`config.mk`:
```
export PLATFORM = sky130hd
export DESIGN_NAME = bcd_to_binary_flat
export DESIGN_NICKNAME = d
export VERILOG_FILES = /design/src/rtl/bcd_to_binary_if.sv /design/src/rtl/bcd_to_binary.sv /design/src/flat_wrapper.sv
export SDC_FILE = /design/constraint.sdc
export NUM_CORES = 1
export LEC_CHECK = 0
export ABC_AREA = 1
export ABC_CLOCK_PERIOD_IN_PS = 2000
export CAP_MARGIN = 30
export CORE_ASPECT_RATIO = 1.2
export CORE_MARGIN = 2
export CORE_UTILIZATION = 40
export CTS_BUF_LIST = sky130_fd_sc_hd__clkbuf_2
export DETAILED_ROUTE_END_ITERATION = 16
export DONT_BUFFER_PORTS = 1
export SYNTH_ARGS = -nofsm -noshare
export SYNTH_HDL_FRONTEND = slang
export SYNTH_SLANG_ARGS = --single-unit
```
`constraint.sdc`:
```
create_clock -name clk -period 2 [get_ports clk]
set_input_delay 0.2 -clock clk [delete_from_list [all_inputs] [get_ports clk]]
set_output_delay 0.2 -clock clk [all_outputs]
set_load 0.02 [all_outputs]
```
`src/rtl/bcd_to_binary_if.sv`:
```
// BCD-to-binary converter bus: start request, four BCD digits, and the
// registered result/status returned by the converter.
interface bcd_to_binary_if;
  logic        start;
  logic [3:0]  thos;
  logic [3:0]  huns;
  logic [3:0]  tens;
  logic [3:0]  ones;
  logic [13:0] binary;
  logic        busy;
  logic        done;
  logic        err;

  modport master (
    output start, thos, huns, tens, ones,
    input  binary, busy, done, err
  );

  modport slave (
    input  start, thos, huns, tens, ones,
    output binary, busy, done, err
  );
endinterface

```
`src/rtl/bcd_to_binary.sv`:
```
// Serial 4-digit BCD to 14-bit binary converter (acc = acc*10 + digit,
// thousands first). One conversion takes 4 accumulate cycles plus a
// one-cycle FIN state in which a new start is accepted back-to-back.
// Optional macro BCD_RANGE_CHECK_EN: flags digits > 9 via err and forces
// binary to 0 for that conversion; when undefined err is tied low.
module bcd_to_binary (
  input  logic           clk,
  input  logic           reset,
  bcd_to_binary_if.slave bus
);

  localparam logic [1:0] IDLE = 2'd0;
  localparam logic [1:0] ACC  = 2'd1;
  localparam logic [1:0] FIN  = 2'd2;

  logic [1:0]  state;
  logic [15:0] digits;
  logic [13:0] acc;
  logic [1:0]  cnt;
  logic [13:0] acc_next;

  // acc*10 as (acc<<3)+(acc<<1), wrapping at 14 bits
  assign acc_next = (acc << 3) + (acc << 1) + {10'd0, digits[15:12]};

`ifdef BCD_RANGE_CHECK_EN
  logic bad_digit;
  logic bad_in;

  assign bad_in = (bus.thos > 4'd9) || (bus.huns > 4'd9) ||
                  (bus.tens > 4'd9) || (bus.ones > 4'd9);

  // sticky invalid-digit flag, captured with the digits; err reports it at completion
  always_ff @(posedge clk) begin
    if (reset) begin
      bad_digit <= 1'b0;
      bus.err   <= 1'b0;
    end else if (state != ACC && bus.start) begin
      bad_digit <= bad_in;
      bus.err   <= 1'b0;
    end else if (state == ACC && cnt == 2'd3) begin
      bus.err   <= bad_digit;
    end
  end
`else
  logic bad_digit;
  assign bad_digit = 1'b0;
  assign bus.err   = 1'b0;
`endif

  // conversion FSM, accumulator and registered outputs
  always_ff @(posedge clk) begin
    if (reset) begin
      state      <= IDLE;
      digits     <= '0;
      acc        <= '0;
      cnt        <= '0;
      bus.binary <= '0;
      bus.busy   <= 1'b0;
      bus.done   <= 1'b0;
    end else begin
      bus.done <= 1'b0;
      case (state)
        IDLE, FIN: begin
          if (bus.start) begin
            state    <= ACC;
            digits   <= {bus.thos, bus.huns, bus.tens, bus.ones};
            acc      <= '0;
            cnt      <= '0;
            bus.busy <= 1'b1;
          end else begin
            state <= IDLE;
          end
        end
        ACC: begin
          acc    <= acc_next;
          digits <= {digits[11:0], 4'h0};
          cnt    <= cnt + 2'd1;
          if (cnt == 2'd3) begin
            state      <= FIN;
            bus.busy   <= 1'b0;
            bus.done   <= 1'b1;
            bus.binary <= bad_digit ? 14'd0 : acc_next;
          end
        end
        default: state <= IDLE;
      endcase
    end
  end

endmodule
```
`src/flat_wrapper.sv`:
```
// flat-port wrapper written by rule: the top's interface ports become plain ports
module bcd_to_binary_flat 
  (clk, reset, bus_start, bus_thos, bus_huns, bus_tens, bus_ones, bus_binary, bus_busy, bus_done, bus_err);
  bcd_to_binary_if bus_i ();
  input  logic clk;
  input  logic reset;
  input wire logic [$bits(bus_i.start)-1:0] bus_start;
  input wire logic [$bits(bus_i.thos)-1:0] bus_thos;
  input wire logic [$bits(bus_i.huns)-1:0] bus_huns;
  input wire logic [$bits(bus_i.tens)-1:0] bus_tens;
  input wire logic [$bits(bus_i.ones)-1:0] bus_ones;
  output wire logic [$bits(bus_i.binary)-1:0] bus_binary;
  output wire logic [$bits(bus_i.busy)-1:0] bus_busy;
  output wire logic [$bits(bus_i.done)-1:0] bus_done;
  output wire logic [$bits(bus_i.err)-1:0] bus_err;
  assign bus_i.start = bus_start;
  assign bus_i.thos = bus_thos;
  assign bus_i.huns = bus_huns;
  assign bus_i.tens = bus_tens;
  assign bus_i.ones = bus_ones;
  assign bus_binary = bus_i.binary;
  assign bus_busy = bus_i.busy;
  assign bus_done = bus_i.done;
  assign bus_err = bus_i.err;
  bcd_to_binary u_core (.clk(clk), .reset(reset), .bus(bus_i));
endmodule
```
==> results.cfg <==
[synth]
syn_avg_cell_area_um2 = 7.380
synth_fa_ha_area_share_pct = 12.17
synth-edff-count = 0
muxShareOfSynthArea_pct = 0
ys_seq_area_share_pct = 36.41
synth_top_area_share_pct = 36.41
synth_top_area_cell = dfxtp_1
synth_compound_area_share_pct = 13.10
yosysMostFrequentCell = nand2_1
synth_cells = 365
synth-main-ff-cell = dfxtp_1
synth_fp_nets = 409
synthDistinctLibCells = 33
synthSimpleGateAreaFrac_pct = 27.12
netlist_top_cells_area = dfxtp_1 36%, nand2_1 14%, ha_1 11%, inv_1 5.2%, a21oi_1 4.8%
ys_warn_count = 0
synth_top_family_by_area = simple AND/OR/NAND/NOR gates
ys_ff_latch = 49
synth-xor-area-share_pct = 1.951
synthesis.area_um2 = 2694
synthTopCellsByCount = 101 x nand2_1, 49 x dfxtp_1, 37 x inv_1
synthArstFlopShare_pct = 0

[worst_setup_path]
crit_path_start = u_core.acc[2]
reg2reg_depth = 11
end_kind = flop
cp_slowest_stage_delay_ns = 0.54
reg2reg_slack_ns = -0.05
crit_family = adder cells
worstSetupStartpointType = flop
cp.buffers_inverters = 2
crit_slowest_cell = fa_1
cp.required_ns = 2.38
rr_startpoint = u_core.acc[2]
crit_chain = inv_2 -> fa_1 -> inv_2 -> fa_2 -> nand2_2 -> nand3_2 -> nand3_2 -> nand2_1 -> nand2_1 -> nand3_1 -> a21oi_1
worst-path-max-fanout = 3
worstPathArrival_ns = 2.43
path_class = reg -> reg
rr_endpoint = u_core.acc[10]

[timing]
worst_slack_ns = -0.05134
hold_slack_ns = -0.2212
setup-violations-final = 13
fin_crit_ns = 2.051
fmax_ghz = 0.4875
finalHoldViolations = 16
fin_worst_skew_ns = 0.01671
rsz0062_at_grt = yes
finalMaxSlewViolations = 0
fin_crit_sh_pct = 102.6

[grt]
grt_overflow = 0
grt_antenna_before_repair = 0
first_global_vias = 2351
grt_pass1_wl_um = 10560
grt_max_degree = 24
track_usage_pct = 17.97

[clocking]
cts_tree = yes
cts_made_buffers = 5
cts.root.buffer_cell = clkbuf_2
hold_buffers = 18
cts_sinks = 49
cts.path.max_buffers = 2
path_clk_slew_ns = 0.25
clk_latency_ns = 0.43
h-tree-depth = 2

[hold_path]
hold_start = reset
whs_endpoint = u_core.acc[0]
worstHoldPathCells = 1
hold_path_class = in -> reg

[placed_design]
post-place-ws_ns = -0.06356
placed_cell_area_um2 = 2825
gp_congestion = 0.8525
place_hpwl_um = 4560
port_buffers = 0

[drt]
drc = 0
initialDrtViolationCount = 70
via_per_inst = 4.990
drtPass1Iterations = 4
num_vias = 2380
wl_per_cell_um = 13.36
finalWirelength_um = 6375
ant_nets = 0

[finish]
syn_to_final_growth_pct = 22.29
nNetsFinal = 435
multi_input_area_um2 = 1693
diodes = 0
final_area_um2 = 3294
fillers = 618
drive_gt1_share_pct = 21.68
ff_latch_area_um2 = 993.5

[floorplanning]
start_util_pct = 41.53
die-width_um = 78.92
dieArea_um2 = 7410
core_um2 = 6486
rows = 32
fp.dieH_um = 93.90
ios = 36

[pwr]
ir_worst_vdd_v = 0.0004210
p_leak_uw = 0.001559
p_per_area_nw_per_um2 = 534.1

[run_status]
outcome = finished with violations
violations = hold timing, setup timing

[job]
max-cap-violations = 0
cells in the final DEF (no fill, tap or decap), types with 6 or more instances in the layout:
cell type / count
o21ai_0: 11
nand2_2: 12
inv_1: 33
nand2_1: 91
buf_4: 13
o221ai_1: 6
ha_4: 6
dlygate4sd3_1: 18
ha_1: 15
dfxtp_2: 7
nor2_1: 29
dfxtp_1: 41
nand3_1: 16
a21oi_1: 23
nand3_2: 7
how the worst max path moves through the flow:
| stage | end | slack, ns | cells past startpoint |
|---|---|---|---|
| detailed placement | u_core.bus.binary[10] | -0.06 | 11 |
| global route | u_core.bus.binary[10] | -0.16 | 12 |
| floorplan | u_core.acc[7] | -0.002 | 11 |
| CTS | u_core.bus.binary[10] | -0.06 | 12 |
| global placement | u_core.bus.binary[10] | -0.05 | 12 |
| finish | u_core.acc[10] | -0.05 | 11 |
cell type report:
cell class	instances	share of cell area [%]
multi-input combinational	262	51.39
sequential	49	30.16
timing repair buffer	33	9.115
inverter	40	4.709
tap	85	3.228
clock buffer	5	0.7596
clock inverter	3	0.6457
report_power, final:
part | internal, µW | switching [µW] | total [µW]
sequential | 1020 | 26.5 | 1050
clock | 88.5 | 327 | 415
combinational | 130 | 165 | 296
metal layers:
layer / vias up / routed length, µm / part of all wire, % / GRT usage (%)
met1: 1107 / 2731 / 43 / 19.75
met5: - / 0 / 0 / 0
met2: 37 / 3281 / 51 / 34.12
met3: 11 / 233 / 3.7 / 3.462
li1: 1225 / - / - / -
met4: 0 / 128 / 2.0 / 6.178
cell families (layout without fill, tap and decap cells):
| family | count (synthesis) | count (layout) |
|---|---|---|
| AO/OA/AOI/OAI | 57 | 57 |
| other | 1 | 1 |
| buffers and inverters | 54 | 81 |
| flip-flops | 49 | 49 |
| AND/OR/NAND/NOR | 173 | 173 |
| adder cells (fa/ha/maj) | 25 | 25 |
| XOR/XNOR | 6 | 6 |
what timing repair did:
item / CTS / global route
gates resized for setup: 14 / 41
endpoints found under the setup margin: 14 / 24
pin swaps: 9 / 16
gates cloned: 0 / 0
hold endpoints to repair: 34 / 16
buffers inserted: 1 / 1
metrics by stage:
stage	setup TNS [ns]	hold slack (ns)	power, µW	util (%)	std cells
2_1_floorplan	-0.002385	0.2691	1247	-	365
3_3_place_gp	-0.1456	0.2660	1292	43.56	449
3_5_place_dp	-0.2640	0.2681	1298	43.56	449
4_1_cts	-0.4669	-0.2531	1754	48.07	476
5_1_grt	-2.001	-0.2700	1849	50.79	477
6_report	-0.3194	-0.2212	1760	50.79	477
sequential cells by signal (all words and copies together) (netlist names):
| signal | cells |
|---|---|
| u_core.cnt | 2 |
| u_core.bus.busy | 1 |
| u_core.digits | 16 |
| u_core.bus.binary | 14 |
| u_core.bus.done | 1 |
| u_core.acc | 13 |
| u_core.state | 2 |
worst reg2reg max path, stage by stage (launching register included):
cell and delay (ns):
dfxtp_2 0.39, inv_2 0.04, fa_1 0.54, inv_2 0.06, fa_2 0.41, nand2_2 0.08
nand3_2 0.08, nand3_2 0.08, nand2_1 0.05, nand2_1 0.07, nand3_1 0.08, a21oi_1 0.15
Note: power is estimated with default switching activity, not from simulation.
==> RTL edit (config.mk and constraints unchanged) <==
Add a define of `BCD_RANGE_CHECK_EN`.
--- a/src/rtl/bcd_to_binary.sv
+++ b/src/rtl/bcd_to_binary.sv
@@ -4,4 +4,6 @@
 // Optional macro BCD_RANGE_CHECK_EN: flags digits > 9 via err and forces
 // binary to 0 for that conversion; when undefined err is tied low.
+`define BCD_RANGE_CHECK_EN
+
 module bcd_to_binary (
   input  logic           clk,
Formal check against the unedited RTL: not equivalent (Yosys sat finds a counterexample within 10 cycles, from zero or initial values and one cycle with reset high).
==> RTL edit against the unedited design <==
The run ends with setup timing left. Design area rose by 5.6%. Largest cell class unchanged. Count of clock-buffer cells in the layout unchanged. Wire length is 6.6% higher. Utilization up 2.5 points. Combinational power increased by 12%. Synthesized area grew 1.2%. Sequential power grew 5%. Sequential cell count rose by 2. Highest routed layer unchanged. Power up 11%. Final cell count grew 3.1%. Via count rose by 5.1%. Synthesized cell count is 0.82% higher. Worst setup slack improved by 0.021 ns.
==> RTL edit: results (changes against the unedited design) <==
- Register area share after synthesis: 37.5% (was 36.4%)
- Comb. pwr: 331 µW (was 296 µW)
- Measured slew at the worst slew-check pin: 0.337 ns
- Hold Path Cell Cnt: 2 (was 1)
- Share of layout cells above drive strength 1: 21.6% (was 21.7%)
- Dpl ws: -0.121 ns (was -0.0636 ns)
- Vias in the first global route: 2528 (was 2351)
- DR vias/cell: 5.08 (was 4.99)
- PD cells: 563 mW/mm² (was 534 mW/mm²)
- Largest net degree at the start of global routing: 32 (was 24)
- Hold Startpoint: bus_start (was reset)
- Skew final: 0.0171 ns (was 0.0167 ns)
- Regs by FF count: u_core.digits x16, u_core.bus.binary x14, u_core.acc x13 (unchanged)
- Synth cell count leaders: nand2_1 (111), dfxtp_1 (51), a21oi_1 (45) (was nand2_1 (101), dfxtp_1 (49), inv_1 (37))
- GRT Total Usage: 19.5% (was 18.0%)
- Status: complete, but fails checks (unchanged)
- GP Congestion: 0.852 (was 0.853)
- Clk pwr: 531 µW (was 415 µW)
- Worst vdd ir: 0.398 mV (was 0.421 mV)
- Worst EP arrival: 2.41 ns (was 2.43 ns)
- Final setup violating endpoints: 9 (was 13)
- Clock transition at path regs: 0.26 ns
- Fillcell total: 624 (was 618)
- Setup crit end: u_core.acc[8]$_SDFFE_PP0P_ (was u_core.acc[10]$_SDFFE_PP0P_)
- Final HPWL DP: 4630 µm (was 4560 µm)
- Post-Synthesis Cells: 368 (was 365)
- Largest cells by area after synthesis: dfxtp_1 (37%), nand2_1 (15%), ha_1 (11%) (was dfxtp_1 (36%), nand2_1 (14%), ha_1 (11%))
- Failing checks: setup timing (was hold timing, setup timing)
- WHS Endpoint: u_core.bus.busy$_SDFFE_PP0P_ (was u_core.acc[0]$_SDFFE_PP0P_)
- Sw Share: 27.6% (was 29.5%)
- Max incr delay on CP: 0.47 ns (was 0.54 ns)
- DRT iter0 DRCs: 76 (was 70)
- Post-route setup slack: -0.0304 ns (was -0.0513 ns)
- Setup TNS: -0.135 ns (was -0.319 ns)
- Min Hold Slack: 0.0434 ns (was -0.221 ns)
- Reg2Reg Depth: 11 (unchanged)
- Post-synthesis cell type count: 30 (was 33)
- WL final: 6790 µm (was 6380 µm)
- Post-DP Area: 0.00283 mm² (about the same)
- Syn nets: 412 (was 409)
- Clk_lat worst skew: 0.42 ns
- Non-Filler Instances: 492 (was 477)
- First-pass GRT wire length: 11500 µm (was 10600 µm)
- Leakage: 0.00153 µW (was 0.00156 µW)
- Reg-to-reg endpoint: u_core.acc[8]$_SDFFE_PP0P_ (was u_core.acc[10]$_SDFFE_PP0P_)
- Slowest cell on crit path: fa_2 (was fa_1)
-- RTL edit: cell types whose count changed after synthesis, sizes merged, moves of 3 or more --
cell,before,now
inv,40,36
o22ai,0,9
a21oi,27,48
or2,5,1
nor2,33,16
o21bai,4,0
o21a,3,0
o221ai,6,3
nand3,24,19
nand2,103,115
-- RTL edit: repair_timing --
item | in CTS | in global routing
hold buffers | 27 | 0
pin swaps | 12 | 14
setup buffers | 1 | 7
gates resized for setup | 23 | 34
hold endpoints to repair | 50 | 0
setup endpoints to repair | 17 | 26
-- RTL edit: critical path: cells and delay by family (launching register included) --
| kind | cells | cell delay, ns |
|---|---|---|
| fa+ha+maj | 2 | 0.86 |
| simple gates | 6 | 0.48 |
| flops | 1 | 0.38 |
| buf+inv | 2 | 0.14 |
| compound gates | 1 | 0.13 |
-- RTL edit: final cells by class --
cell class | instances | area [µm²] | area share (%)
Clock inverter | 3 | 38.8 | 1.11
Sequential cell | 51 | 1030 | 29.5
Inverter | 36 | 141 | 4.06
Timing Repair Buffer | 45 | 419 | 12.0
Tap cell | 85 | 106 | 3.06
Multi-Input combinational cell | 267 | 1720 | 49.5
Clock buffer | 5 | 25.0 | 0.719
-- RTL edit: layer usage --
metal | vias up | global-route usage, % | share of wire (%)
li1 | 1288 | - | -
met1 | 1173 | 21.5 | 42
met2 | 36 | 38.6 | 55
met3 | 4 | 3.82 | 3.2
met4 | 0 | 3.45 | 0.34
met5 | - | 0 | 0
-- RTL edit: kinds of logic (layout without fill, tap and decap cells) --
family	after synthesis	count (layout)	share of synthesized area, %
XOR/XNOR	5	5	1.61
AO/OA/AOI/OAI	76	76	15.4
adder cells (fa/ha/maj)	25	25	12.0
flip-flops	51	51	37.5
buffers and inverters	50	89	7.90
AND/OR/NAND/NOR	161	161	25.6
